===== config.mk =====
export PLATFORM = sky130hd
export DESIGN_NAME = da_stream_unpack_flat
export DESIGN_NICKNAME = d
export VERILOG_FILES = /design/src/rtl/da_stream_unpack_if.sv /design/src/rtl/da_stream_unpack.sv /design/src/flat_wrapper.sv
export SDC_FILE = /design/constraint.sdc
export NUM_CORES = 1
export LEC_CHECK = 0
export ABC_AREA = 1
export CORE_UTILIZATION = 52
export DETAILED_ROUTE_END_ITERATION = 8
export PLACE_DENSITY = 0.86
export SLEW_MARGIN = 20
export SYNTH_ARGS = -nofsm -noshare
export SYNTH_HDL_FRONTEND = slang
export SYNTH_SLANG_ARGS = --single-unit

===== constraint.sdc =====
create_clock -name CLK -period 4.3 [get_ports CLK]
set_input_delay 0.86 -clock CLK [delete_from_list [all_inputs] [get_ports CLK]]
set_output_delay 0.86 -clock CLK [all_outputs]
set_load 0.1 [all_outputs]

===== src/rtl/da_stream_unpack_if.sv =====
// FIFO read port of the DA stream unpacker: FWFT head word, empty flag, pop.
interface da_stream_unpack_if #(
    parameter int DIN_W = 128
);
    logic             rd_en;
    logic [DIN_W-1:0] din;
    logic             empty;

    modport master (
        output din,
        output empty,
        input  rd_en
    );

    modport slave (
        input  din,
        input  empty,
        output rd_en
    );
endinterface


===== src/rtl/da_stream_unpack.sv =====
// Pops packed words from a FWFT FIFO and plays them out lane by lane,
// MSB lane first, as NCH registered DA codes with per-lane hold.
module da_stream_unpack #(
    parameter int DIN_W     = 128,
    parameter int LANE_W    = 16,
    parameter int NCH       = 2,
    parameter int DA_W      = 6,
    parameter int CH_STRIDE = 8,
    parameter int HOLD_W    = 8,
    parameter int UCNT_W    = 16
) (
    input  logic                CLK,
    input  logic                RST,
    input  logic                enable,
    input  logic [HOLD_W-1:0]   hold_cycles,
    da_stream_unpack_if.slave   fifo,
    output logic [NCH*DA_W-1:0] da,
    output logic                da_valid,
    output logic                underrun,
    output logic [UCNT_W-1:0]   underrun_cnt,
    output logic                busy
);
    localparam int LANES  = DIN_W / LANE_W;
    localparam int LIDX_W = $clog2(LANES);

    localparam logic [0:0] IDLE = 1'b0;
    localparam logic [0:0] RUN  = 1'b1;

    logic [0:0]        state;
    logic [DIN_W-1:0]  sreg;
    logic [LIDX_W-1:0] lane_idx;
    logic [HOLD_W-1:0] hold_cnt;
    logic [HOLD_W-1:0] hold_lat;
    logic              last_slot;
    logic              load;

    function automatic logic [NCH*DA_W-1:0] fields(
        input logic [LANE_W-1:0] ln
    );
        logic [NCH*DA_W-1:0] f;
        f = '0;
        for (int c = 0; c < NCH; c++)
            f[c*DA_W +: DA_W] = ln[LANE_W-1-c*CH_STRIDE -: DA_W];
        return f;
    endfunction

    assign last_slot = (state == RUN)
                    && (lane_idx == LIDX_W'(LANES - 1))
                    && (hold_cnt == hold_lat);

    assign load = !RST && enable && !fifo.empty
               && ((state == IDLE) || last_slot);

    assign fifo.rd_en = load;
    assign busy       = (state == RUN);

    // The shown lane always sits at the top of sreg; advancing shifts left.
    always_ff @(posedge CLK) begin
        if (RST) begin
            state        <= IDLE;
            sreg         <= '0;
            lane_idx     <= '0;
            hold_cnt     <= '0;
            hold_lat     <= '0;
            da           <= '0;
            da_valid     <= 1'b0;
            underrun     <= 1'b0;
            underrun_cnt <= '0;
        end else begin
            underrun <= 1'b0;
            if (load) begin
                sreg     <= fifo.din;
                da       <= fields(fifo.din[DIN_W-1 -: LANE_W]);
                da_valid <= 1'b1;
                state    <= RUN;
                hold_cnt <= '0;
                lane_idx <= '0;
                hold_lat <= hold_cycles;
            end else if (last_slot) begin
                state    <= IDLE;
                da_valid <= 1'b0;
                if (enable) begin
                    underrun <= 1'b1;
                    if (underrun_cnt != '1)
                        underrun_cnt <= underrun_cnt + UCNT_W'(1);
                end
            end else if (state == RUN) begin
                if (hold_cnt < hold_lat) begin
                    hold_cnt <= hold_cnt + HOLD_W'(1);
                end else begin
                    hold_cnt <= '0;
                    lane_idx <= lane_idx + LIDX_W'(1);
                    sreg     <= sreg << LANE_W;
                    da       <= fields(sreg[DIN_W-1-LANE_W -: LANE_W]);
                end
            end
        end
    end
endmodule

===== src/flat_wrapper.sv =====
// flat-port wrapper written by rule: the top's interface ports become plain ports
module da_stream_unpack_flat 
#(
    parameter int DIN_W     = 128,
    parameter int LANE_W    = 16,
    parameter int NCH       = 2,
    parameter int DA_W      = 6,
    parameter int CH_STRIDE = 8,
    parameter int HOLD_W    = 8,
    parameter int UCNT_W    = 16
)
  (CLK, RST, enable, hold_cycles, da, da_valid, underrun, underrun_cnt, busy, fifo_din, fifo_empty, fifo_rd_en);
  da_stream_unpack_if #(.DIN_W(DIN_W)) fifo_i ();
  input  logic CLK;
  input  logic RST;
  input  logic enable;
  input  logic [HOLD_W-1:0] hold_cycles;
  output logic [NCH*DA_W-1:0] da;
  output logic da_valid;
  output logic underrun;
  output logic [UCNT_W-1:0] underrun_cnt;
  output logic busy;
  input wire logic [$bits(fifo_i.din)-1:0] fifo_din;
  input wire logic [$bits(fifo_i.empty)-1:0] fifo_empty;
  output wire logic [$bits(fifo_i.rd_en)-1:0] fifo_rd_en;
  assign fifo_i.din = fifo_din;
  assign fifo_i.empty = fifo_empty;
  assign fifo_rd_en = fifo_i.rd_en;
  da_stream_unpack #(.DIN_W(DIN_W), .LANE_W(LANE_W), .NCH(NCH), .DA_W(DA_W), .CH_STRIDE(CH_STRIDE), .HOLD_W(HOLD_W), .UCNT_W(UCNT_W)) u_core (.CLK(CLK), .RST(RST), .enable(enable), .hold_cycles(hold_cycles), .fifo(fifo_i), .da(da), .da_valid(da_valid), .underrun(underrun), .underrun_cnt(underrun_cnt), .busy(busy));
endmodule

* Word-level counts from Yosys, hierarchy flattened *
Cells that the tools add are included.

storage, ports and cells
  register bits = 161

operators by class
  add/sub/neg operators = 3
  magnitude comparators = 1
  equal/unequal tests = 5
  mux-type cells = 12
  bitwise logic cells = 4
  reduce and logical (&&, ||, !) cells = 16

operators by type and width
  cell                     number
  $mux W112                4
  $mux W12                 4
  $add A16 B1 Y16 const B  1
  $ne A16 B16 Y1 const B   1
  $add A8 B1 Y8 const B    1
  $eq A8 B8 Y1             1
  $lt A8 B8 Y1             1
  $mux W8                  1
  $reduce_and A3 Y1        2
  $logic_and A1 B1 Y1      5
  $ne A2 B2 Y1 const B     2
  $not A1 Y1               4
  $reduce_and A4 Y1        1
  $reduce_bool A2 Y1       2
  $add A3 B1 Y3 const B    1
  $eq A3 B3 Y1 const B     1
  $mux W1                  3
  $reduce_or A3 Y1         1
  $logic_not A1 Y1         2
  $reduce_and A2 Y1        1
  $reduce_or A2 Y1         1
  $logic_or A1 B1 Y1       1

* Depth between registers and ports, before layout *
Gate-level depths: netlist (run 1).

  word-level depth = 7
  mapped depth = 15
  depth with buffers taken out = 14

* Worst setup path before layout (run 1) *
Ideal clock, no wire load.

  path type = register -> output
  start point = register u_core.da_valid (netlist name)
  end point = output port fifo_rd_en
  arrival time = 2295 ps
  required time = 3440 ps
  slack = 1145 ps
  cell stages (with the launch flop) = 9
  path buffers = 2
  path through = dfxtp_1 > nand2_1 > inv_1 > nand3_2 > nand2_4 > nand2_4 > inv_2 > buf_6 > buf_2

RTL lines
  what              line                RTL
  end: declaration  flat_wrapper.sv:25  output wire logic [$bits(fifo_i.rd_en)-1:0] fifo_rd_en;

* Final worst setup path (run 1) *
  start point = input port RST
  end point = output port fifo_rd_en

on the way
  cells in the longest elaborated chain, start to end = 4

RTL lines
  what                              line                    RTL
  start: declaration                flat_wrapper.sv:15      input logic RST;
  $logic_not A1 Y1                  da_stream_unpack.sv:51  assign load = !RST && enable && !fifo.empty
  $logic_and A1 B1 Y1 (2 in a row)  da_stream_unpack.sv:51
  $logic_and A1 B1 Y1               da_stream_unpack.sv:52  && ((state == IDLE) || last_slot);

Every way passes these cells.

==> summary by stage, run 1 <==
GRT
Entering global routing, the biggest net connects 104 pins. The first global-routing pass estimated about 27000 um of wire. The remaining global-route overflow is 0.

The number of antenna violations at the first check in global routing is 0. Across every metal layer, demand over resource in global routing totals 26.52%. The number of global-route vias before repair is ~5800.

Placement
After legalization and detailed placement, the total HPWL measured 10440 um. Timing analysis after detailed placement gives a worst setup slack of 1.145 ns. Port buffering added about 140 buffers. The weighted congestion reported at the end of routability-driven placement is 0.8781.

Floorplan
From bottom edge to top edge, the die measures 112.6 um. The core area is roughly 12000 sq um. The initial utilization of the core area, before any placement, comes to a little over half. The die outline width is 112.6 um. The die covers roughly 13000 sq um. After floorplanning, the core was divided into 40 placement rows.

For this design the top-level I/O count stands at 172.

Routing
The final routed wire length divided by cell count is 12.83 um. The number of remaining DRC errors is 0. The first-pass iteration count of the detailed router is 5.

The detailed router's first-iteration violation count is 488. The detail route stage leaves a number of antenna-violating nets equal to 0. Summed over all layers, the routed wires come to 16080 um. In the routed layout, each cell is associated on average with a via count of 5.069.

The via count is 6351.

Timing
The worst clock skew is 0.007544 ns. For this run, the top clock speed supported by timing is approximately 0.32 GHz. The number of pins with negative max-slew slack in the final report is 0. After routing, the total negative slack on setup checks comes to 0 ns. The final critical path takes up 73.66% of the cycle.

Setup repair after global routing left no endpoint under its margin. The count of endpoints failing hold in the final timing report came to 0. Measured against its own limit, the worst slew margin works out to 32.33%.

The setup slack after layout is 1.133 ns. The clock period could shrink to 3.167 ns. Setup violations remaining at the end of the flow were counted as 0. The measured slew at the worst slew-check pin is 1.012 ns.

CTS
The clock tree from TritonCTS is yes. The clock passes through at most 2 buffers. The number of hold buffers added after cts is 0. Post-CTS repair changed the size of 0 cells. Clock-pin slew was measured on the worst setup and hold paths at roughly 0.060 ns. After clock tree synthesis, the setup repair step added 0 buffers. The insertion delay of the later-clocked pin in the worst-skew pair is 0.41 ns. The number of sinks on the clock net is 133. The cell sitting at the root of the clock tree is a sky130_fd_sc_hd__clkbuf_16. The number of buffers created by CTS is 17.

The H-tree was split into 4 levels.

Logic synthesis
Counting flops and latches in the post-synthesis netlist gives 133. The fraction of synthesized cell area taken by the top area cell type is 41.86%. The largest area contributor in the synthesized netlist is sky130_fd_sc_hd__dfxtp_1. The number of distinct library cells after synthesis is 28. The post-synthesis cell count is just under 1000. The cell area after synthesis is between 6000 and 7000 sq um. The Yosys step of the flow raised 0 warnings. The synthesized netlist net count is 1134. In the post-synthesis netlist, the biggest area contributors are sky130_fd_sc_hd__dfxtp_1 (42%), sky130_fd_sc_hd__nand2_1 (32%), sky130_fd_sc_hd__nand3_1 (8.6%). The part of the Yosys area used for sequential elements is 41.86%. The average size of a mapped cell is 6.478 sq um.

Critical path
The minimum setup slack among reg-to-reg paths is roughly 1.5 ns. Along the worst path, the maximum fanout reaches 15. Data arrives at the worst endpoint at 2.31 ns. The launching element of the worst setup path is RST. The critical path is of the input port to output pin type. The startpoint type of the worst setup path is an input port.

The startpoint of the worst register-to-register path is u_core.hold_cnt[0]. The worst register-to-register path has a depth of 9. The worst setup path is captured at an output pin.

The required arrival time at the worst endpoint is 3.44 ns. The capturing point of the worst reg2reg path is u_core.underrun_cnt[9].

Finish
Compared with the post-synthesis result, the final layout area differs by 30.41%. The final net count is 1247. The post-route netlist has 4.702% of its cells at a drive strength greater than 1. The filler cells instantiated in the layout total 997. The core occupancy in the finished layout is between 60% and 70%. The number of antenna diodes is 0.

Power
The leakage component of the power is 3.954 nW. The power density over cell area is 346.9 nW/um^2. The worst-case IR drop observed on VDD is approximately 240 uV.

Hold path
The type of the most critical hold path is register to register. The cell count of the worst hold path is 2. The path with the worst hold slack has its endpoint at u_core.sreg[6]. The worst hold path startpoint is u_core.sreg[6].

Run
Max-cap violations in this run came to 0.

Outcome
The flow ran to the end, and the final reports show no timing, DRC or antenna violations.
[final cells by class]
type / count / area [sq um] / area share [%]
Timing Repair Buffer: 149 / 1526 / 18.40
Clock inverter: 5 / 25.02 / 0.3017
Clock buffer: 25 / 495.5 / 5.973
Tap cell: 147 / 183.9 / 2.217
Inverter: 34 / 128.9 / 1.554
Multi-Input combinational cell: 760 / 3273 / 39.46
Sequential cell: 133 / 2663 / 32.10
[sequential cells by signal, indices dropped and copies added (netlist names)]
name,flops
u_core.hold_cnt,8
u_core.hold_lat,8
u_core.da_valid,1
u_core.lane_idx,3
u_core.da,12
u_core.sreg,84
u_core.underrun,1
u_core.underrun_cnt,16
[through the flow]
stage | power, mW | instances | hold slack, ns | area (sq um)
after global placement | 1.612 | 1223 | 0.4277 | 7775
after CTS | 2.888 | 1253 | 0.4458 | 8295
after detailed placement | 1.615 | 1223 | 0.4323 | 7775
final | 2.877 | 1253 | 0.4445 | 8295
after floorplan | 1.470 | 982 | 0.4191 | 6361
after global routing | 2.974 | 1253 | 0.4591 | 8295
[worst max-delay path by stage]
stage / slack, ns / to / cells after the start
5_1_grt: 1.03 / fifo_rd_en / 6
3_5_place_dp: 1.15 / fifo_rd_en / 6
2_1_floorplan: 1.14 / fifo_rd_en / 8
6_report: 1.13 / fifo_rd_en / 6
4_1_cts: 1.14 / fifo_rd_en / 6
3_3_place_gp: 1.18 / fifo_rd_en / 6
[worst max-delay path, stage by stage]
cell and delay [ns]:
sky130_fd_sc_hd__clkdlybuf4s50_1 0.41, sky130_fd_sc_hd__buf_4 0.20, sky130_fd_sc_hd__nor3_2 0.33, sky130_fd_sc_hd__nand2_4 0.18, sky130_fd_sc_hd__clkinv_2 0.14, sky130_fd_sc_hd__buf_12 0.18
[Yosys cell counts]
master / count
sky130_fd_sc_hd__nand2_1: 536
sky130_fd_sc_hd__dfxtp_1: 133
sky130_fd_sc_hd__nand3_1: 109
sky130_fd_sc_hd__nor2_1: 41
sky130_fd_sc_hd__inv_1: 30
sky130_fd_sc_hd__buf_2: 28
sky130_fd_sc_hd__a21oi_1: 20
sky130_fd_sc_hd__ha_1: 12
sky130_fd_sc_hd__clkbuf_1: 10
sky130_fd_sc_hd__buf_1: 9
sky130_fd_sc_hd__o21ai_0: 9
sky130_fd_sc_hd__buf_6: 7
sky130_fd_sc_hd__xnor2_1: 6
sky130_fd_sc_hd__nand4_1: 5
sky130_fd_sc_hd__xor2_1: 5
sky130_fd_sc_hd__inv_2: 4
sky130_fd_sc_hd__nand2_2: 3
sky130_fd_sc_hd__a21o_1: 2
sky130_fd_sc_hd__nand2_4: 2
sky130_fd_sc_hd__nand3b_1: 2
sky130_fd_sc_hd__nor2_2: 2
sky130_fd_sc_hd__a21oi_2: 1
sky130_fd_sc_hd__buf_4: 1
sky130_fd_sc_hd__mux2i_1: 1
sky130_fd_sc_hd__nand3_2: 1
sky130_fd_sc_hd__nor2_4: 1
sky130_fd_sc_hd__nor3_1: 1
sky130_fd_sc_hd__nor3_2: 1
[power breakdown]
group          switching [mW]  internal, mW
logic                   0.182         0.142
registers              0.0121          1.26
clock network           0.499         0.786
total                   0.693          2.18
[kinds of logic (layout without fill, tap and decap cells)]
| family | Yosys count | after routing | share of synthesized area, % |
|---|---|---|---|
| muxes | 1 | 1 | 0.1574 |
| DFF | 133 | 133 | 41.86 |
| AOI/OAI and AO/OA | 32 | 32 | 2.655 |
| buffers and inverters | 89 | 213 | 6.688 |
| xor gates and xnor gates | 11 | 11 | 1.515 |
| and+or+nand+nor | 704 | 704 | 44.77 |
| adders and majority gates | 12 | 12 | 2.360 |
[cells in the final DEF (no fill, tap or decap), types with 6 or more instances in the layout]
cell type and count:
sky130_fd_sc_hd__nand2_1 536, sky130_fd_sc_hd__clkbuf_16 17, sky130_fd_sc_hd__ha_1 12, sky130_fd_sc_hd__inv_1 30, sky130_fd_sc_hd__xnor2_1 6, sky130_fd_sc_hd__nor2_1 41, sky130_fd_sc_hd__dfxtp_1 133, sky130_fd_sc_hd__a21oi_1 20
sky130_fd_sc_hd__clkdlybuf4s50_1 138, sky130_fd_sc_hd__o21ai_0 9, sky130_fd_sc_hd__clkinv_2 6, sky130_fd_sc_hd__nand3_1 109, sky130_fd_sc_hd__buf_4 6
[metal layers]
layer,global-route usage [%],vias to the layer above,wire [um],share of wire (%)
met5,0,-,0,0
met4,9.422,0,182,1.1
met3,5.886,17,920,5.7
met2,42.55,202,7467,46
met1,35.11,2842,7507,47
li1,-,3290,-,-
No activity file was read; power rests on OpenSTA's default activity.
==> run 2: changes to the inputs <==
--- a/config.mk
+++ b/config.mk
@@ -6,9 +6,9 @@
 export NUM_CORES = 1
 export LEC_CHECK = 0
 export ABC_AREA = 1
-export CORE_UTILIZATION = 52
+export CORE_UTILIZATION = 44
 export DETAILED_ROUTE_END_ITERATION = 8
-export PLACE_DENSITY = 0.86
+export PLACE_DENSITY = 0.78
 export SLEW_MARGIN = 20
 export SYNTH_ARGS = -nofsm -noshare
 export SYNTH_HDL_FRONTEND = slang
==> constraint.sdc (replaced) <==
create_clock -name CLK -period 2.8 [get_ports CLK]
set_input_delay 0.56 -clock CLK [delete_from_list [all_inputs] [get_ports CLK]]
set_output_delay 0.56 -clock CLK [all_outputs]
set_load 0.1 [all_outputs]
==> summary by stage, run 2 (synthesis gave the netlist of run 1 again) <==
Outcome
The flow ran to the end, and the final reports show no timing, DRC or antenna violations.

Finish
The storage element area came to 2665 sq um (about the same). The count of non-filler cells in the finished layout was 1295 (+3.4%). The register containing the most flip-flops in the final layout is u_core.sreg.

The library cells used most frequently in the layout, excluding fill and tap cells, are sky130_fd_sc_hd__nand2_1 (536), sky130_fd_sc_hd__dfxtp_1 (131), sky130_fd_sc_hd__nand3_1 (109). The number of fillers in the final layout is 1347 (+35%). The area growth from synthesis to layout is 31.29%. The proportion of layout cells with a drive suffix above 1 is 8.610% (+3.9 points). The final net count was 1257 (+0.80%). The number of antenna diodes came to 0 (unchanged). The flip-flop count of the largest register after layout is 84 (unchanged).

The multi-input logic area is 3287 sq um (+0.42%). In the final layout, the registers with the most flip-flops are u_core.sreg x84, u_core.underrun_cnt x16, u_core.da x12. The most frequent standard cell in the layout excluding fill and tap cells is sky130_fd_sc_hd__nand2_1.

Timing
The number of pins with negative max-slew slack in the final report is 0 (unchanged). The count of endpoints failing hold in the final timing report came to 0 (unchanged). The accumulated negative setup slack is 0 ns (unchanged). The achievable frequency is 0.3732 GHz. The worst clock skew is 0.008592 ns (+0.001048 ns).

The worst path uses 95.69% of the clock period. The worst path needs 2.679 ns of the cycle, external delays included. The worst hold margin is 0.4441 ns (-0.0004280 ns). The relative slew slack is 38.27% (+5.9 points). The setup slack after layout was 0.1207 ns (-1.012 ns).

Setup repair after global routing left no endpoint under its margin. The measured slew at the worst slew-check pin is 0.9260 ns (-0.08583 ns). The final setup violation count is 0 (unchanged).

Routing
The post-detailed-route count of antenna-violating nets came to 0 (unchanged). The number of remaining DRC errors is 0 (unchanged). The detailed router's first-iteration violation count came to 633 (+30%). The first-pass iteration count of the detailed router is 4 (-1). The average vias per placed instance is 4.897 (-3.4%). The final routed wire length divided by cell count was 12.59 um (-1.9%). The via count came to 6341 (-0.16%). The final wirelength is 16310 um (+1.4%).

Floorplan
The die area came to 14940 sq um (+18%). The vertical die dimension is 122.2 um (+8.6%). The die outline width came to 122.2 um (+8.6%). The core area is 13990 sq um (+17%). The effective utilization at floorplan is 45.47% (-7.7 points).

The top-level I/O count is 172 (unchanged). The number of cell rows was 43 (+7.5%).

GRT
The number of global-route vias before repair came to 5494 (-4.9%). The met3 demand-to-capacity share in global routing is 5.112% (-0.77 points). The maximum number of pins on one net before global-route repair is 90 (-13%).

The number of antenna violations at the first check in global routing is 0 (unchanged). The global-route layer with the greatest usage is met2. The global-route wire length before repair is 25920 um (-4.3%). The remaining global-route overflow is 0 (unchanged).

The met1 track demand over resource is 30.66% (-4.5 points). The overall track demand over capacity in global routing is 22.12% (-4.4 points). The global-route met2 utilization is 33.15% (-9.4 points).

Critical path
The top cell family by delay on the critical path is buffers and inverters. The required arrival time at the worst endpoint came to 2.24 ns (-1.20 ns). Traced cell by cell, the critical path runs through inv_1, ha_1, nand2_1, nor2_1, nand3_2, nand2_4, nand2_4, buf_4, clkinv_2, buf_12. The worst endpoint data arrival time came to 2.12 ns (-0.19 ns). The worst setup path is of the register to output pin kind. Among the stages of the critical path, the cell type that occurs most often is sky130_fd_sc_hd__nand2_4. The cell depth of the worst setup path is 10 (+4). The startpoint type of the worst setup path is a register. The depth of the most critical reg-to-reg path is 12 (+3). In this run the critical register-to-register path is launched from u_core.hold_cnt[0]. The critical path's largest stage delay is 0.36 ns (-0.05 ns). The termination of the worst setup path is fifo_rd_en. The worst setup path is captured at an output pin.

The launching element of the worst setup path is u_core.hold_cnt[0]. The top fanout value on the critical path came to 9 (-6). The minimum setup slack among reg-to-reg paths is 0.40 ns (-1.10 ns). In this run the critical register-to-register path is captured at u_core.da[1]. For this design, the slowest cell found on the critical path is sky130_fd_sc_hd__dfxtp_2.

The sum of buffers and inverters on the critical path came to 4 (unchanged).

CTS
The library cell used as clock root buffer is sky130_fd_sc_hd__clkbuf_16. The clock transition at the registers of the reported paths was 0.05 ns (about the same). The buffer depth of the longest clock path came to 2 (unchanged).

The number of hold buffers added after cts is 0 (unchanged). The number of buffers created by CTS was 17 (unchanged). The insertion delay of the later-clocked pin in the worst-skew pair is 0.42 ns (about the same). The number of H-tree levels is 4 (unchanged). TritonCTS built the clock tree. The number of sinks on the clock net is 133 (unchanged).

Power
The overall power consumption is 4.527 mW (+57%). The worst supply voltage drop on vdd is 491.8 uV (+110%). The power density over cell area is 542.1 nW/um^2 (+56%).

The leakage component of the power is 4.070 nW (+2.9%).

Placement
The weighted congestion reported at the end of routability-driven placement came to 0.8979 (+2.3%). The detailed placer's ending HPWL came to 10600 um (+1.6%). The placement-stage worst setup slack is 0.06093 ns (-1.084 ns). The count of buffers from port buffering is 139 (unchanged). The placed cell count is 1262 (+3.2%).

Hold path
The worst hold path startpoint is u_core.sreg[6]. The type of the most critical hold path is register to register.

Run
The max-cap check violation count came to 0 (unchanged).
## run 2: changes by cell type in the layout (fill, tap and decap cells not counted), sizes merged
cell	change
buf	+40
bufinv	+1
clkbuf	-1
clkdlybuf4s50	-31
clkinv	-1
nor2	+1
## run 2: area by class of cell
type                       instances  area share [%]
tap                              180           2.697
inverter                          34           1.543
timing repair buffer             158           18.01
multi-input combinational        761           39.36
clock inverter                     5          0.5993
clock buffer                      24           5.888
sequential                       133           31.91
## run 2: timing repair
action,in CTS,in global routing
pin swaps,1,2
gates cloned,0,1
setup endpoints to repair,1,71
setup buffers,3,0
gates resized for setup,0,3
## run 2: stage by stage
step | cell area, sq um | util (%)
2_1_floorplan | 6362 | -
3_3_place_gp | 7772 | 55.56
3_5_place_dp | 7772 | 55.56
4_1_cts | 8337 | 59.60
5_1_grt | 8352 | 59.70
6_report | 8352 | 59.70
## run 2: worst min path at each step
stage | endpoint | slack [ns] | cells past startpoint
2_1_floorplan | u_core.sreg[10] | 0.42 | 2
3_3_place_gp | u_core.sreg[10] | 0.43 | 2
3_5_place_dp | u_core.sreg[6] | 0.43 | 2
4_1_cts | u_core.sreg[6] | 0.45 | 2
5_1_grt | u_core.sreg[4] | 0.46 | 2
6_report | u_core.sreg[6] | 0.44 | 2
## run 2: report_power, final
group / internal [mW] / total, mW / switching, mW
sequential: 1.93 / 1.95 / 0.0183
clock: 1.29 / 2.08 / 0.783
combinational: 0.223 / 0.503 / 0.280
## run 2: worst register-to-register path: stages, from the launching register on
cell and delay, ns:
sky130_fd_sc_hd__dfxtp_2 0.36, sky130_fd_sc_hd__inv_1 0.08, sky130_fd_sc_hd__ha_1 0.29, sky130_fd_sc_hd__nand2_1 0.07, sky130_fd_sc_hd__nor2_1 0.12, sky130_fd_sc_hd__nand3_2 0.13
sky130_fd_sc_hd__nand2_4 0.12, sky130_fd_sc_hd__buf_4 0.12, sky130_fd_sc_hd__a21oi_2 0.07, sky130_fd_sc_hd__nor2_4 0.51, sky130_fd_sc_hd__buf_12 0.33, sky130_fd_sc_hd__nand2_1 0.09
sky130_fd_sc_hd__nand2_1 0.07
## run 2: metal layers
layer | vias up | share of wire [%]
li1 | 3300 | -
met1 | 2813 | 48
met5 | - | 0
met2 | 209 | 44
met3 | 19 | 6.6
met4 | 0 | 1.8
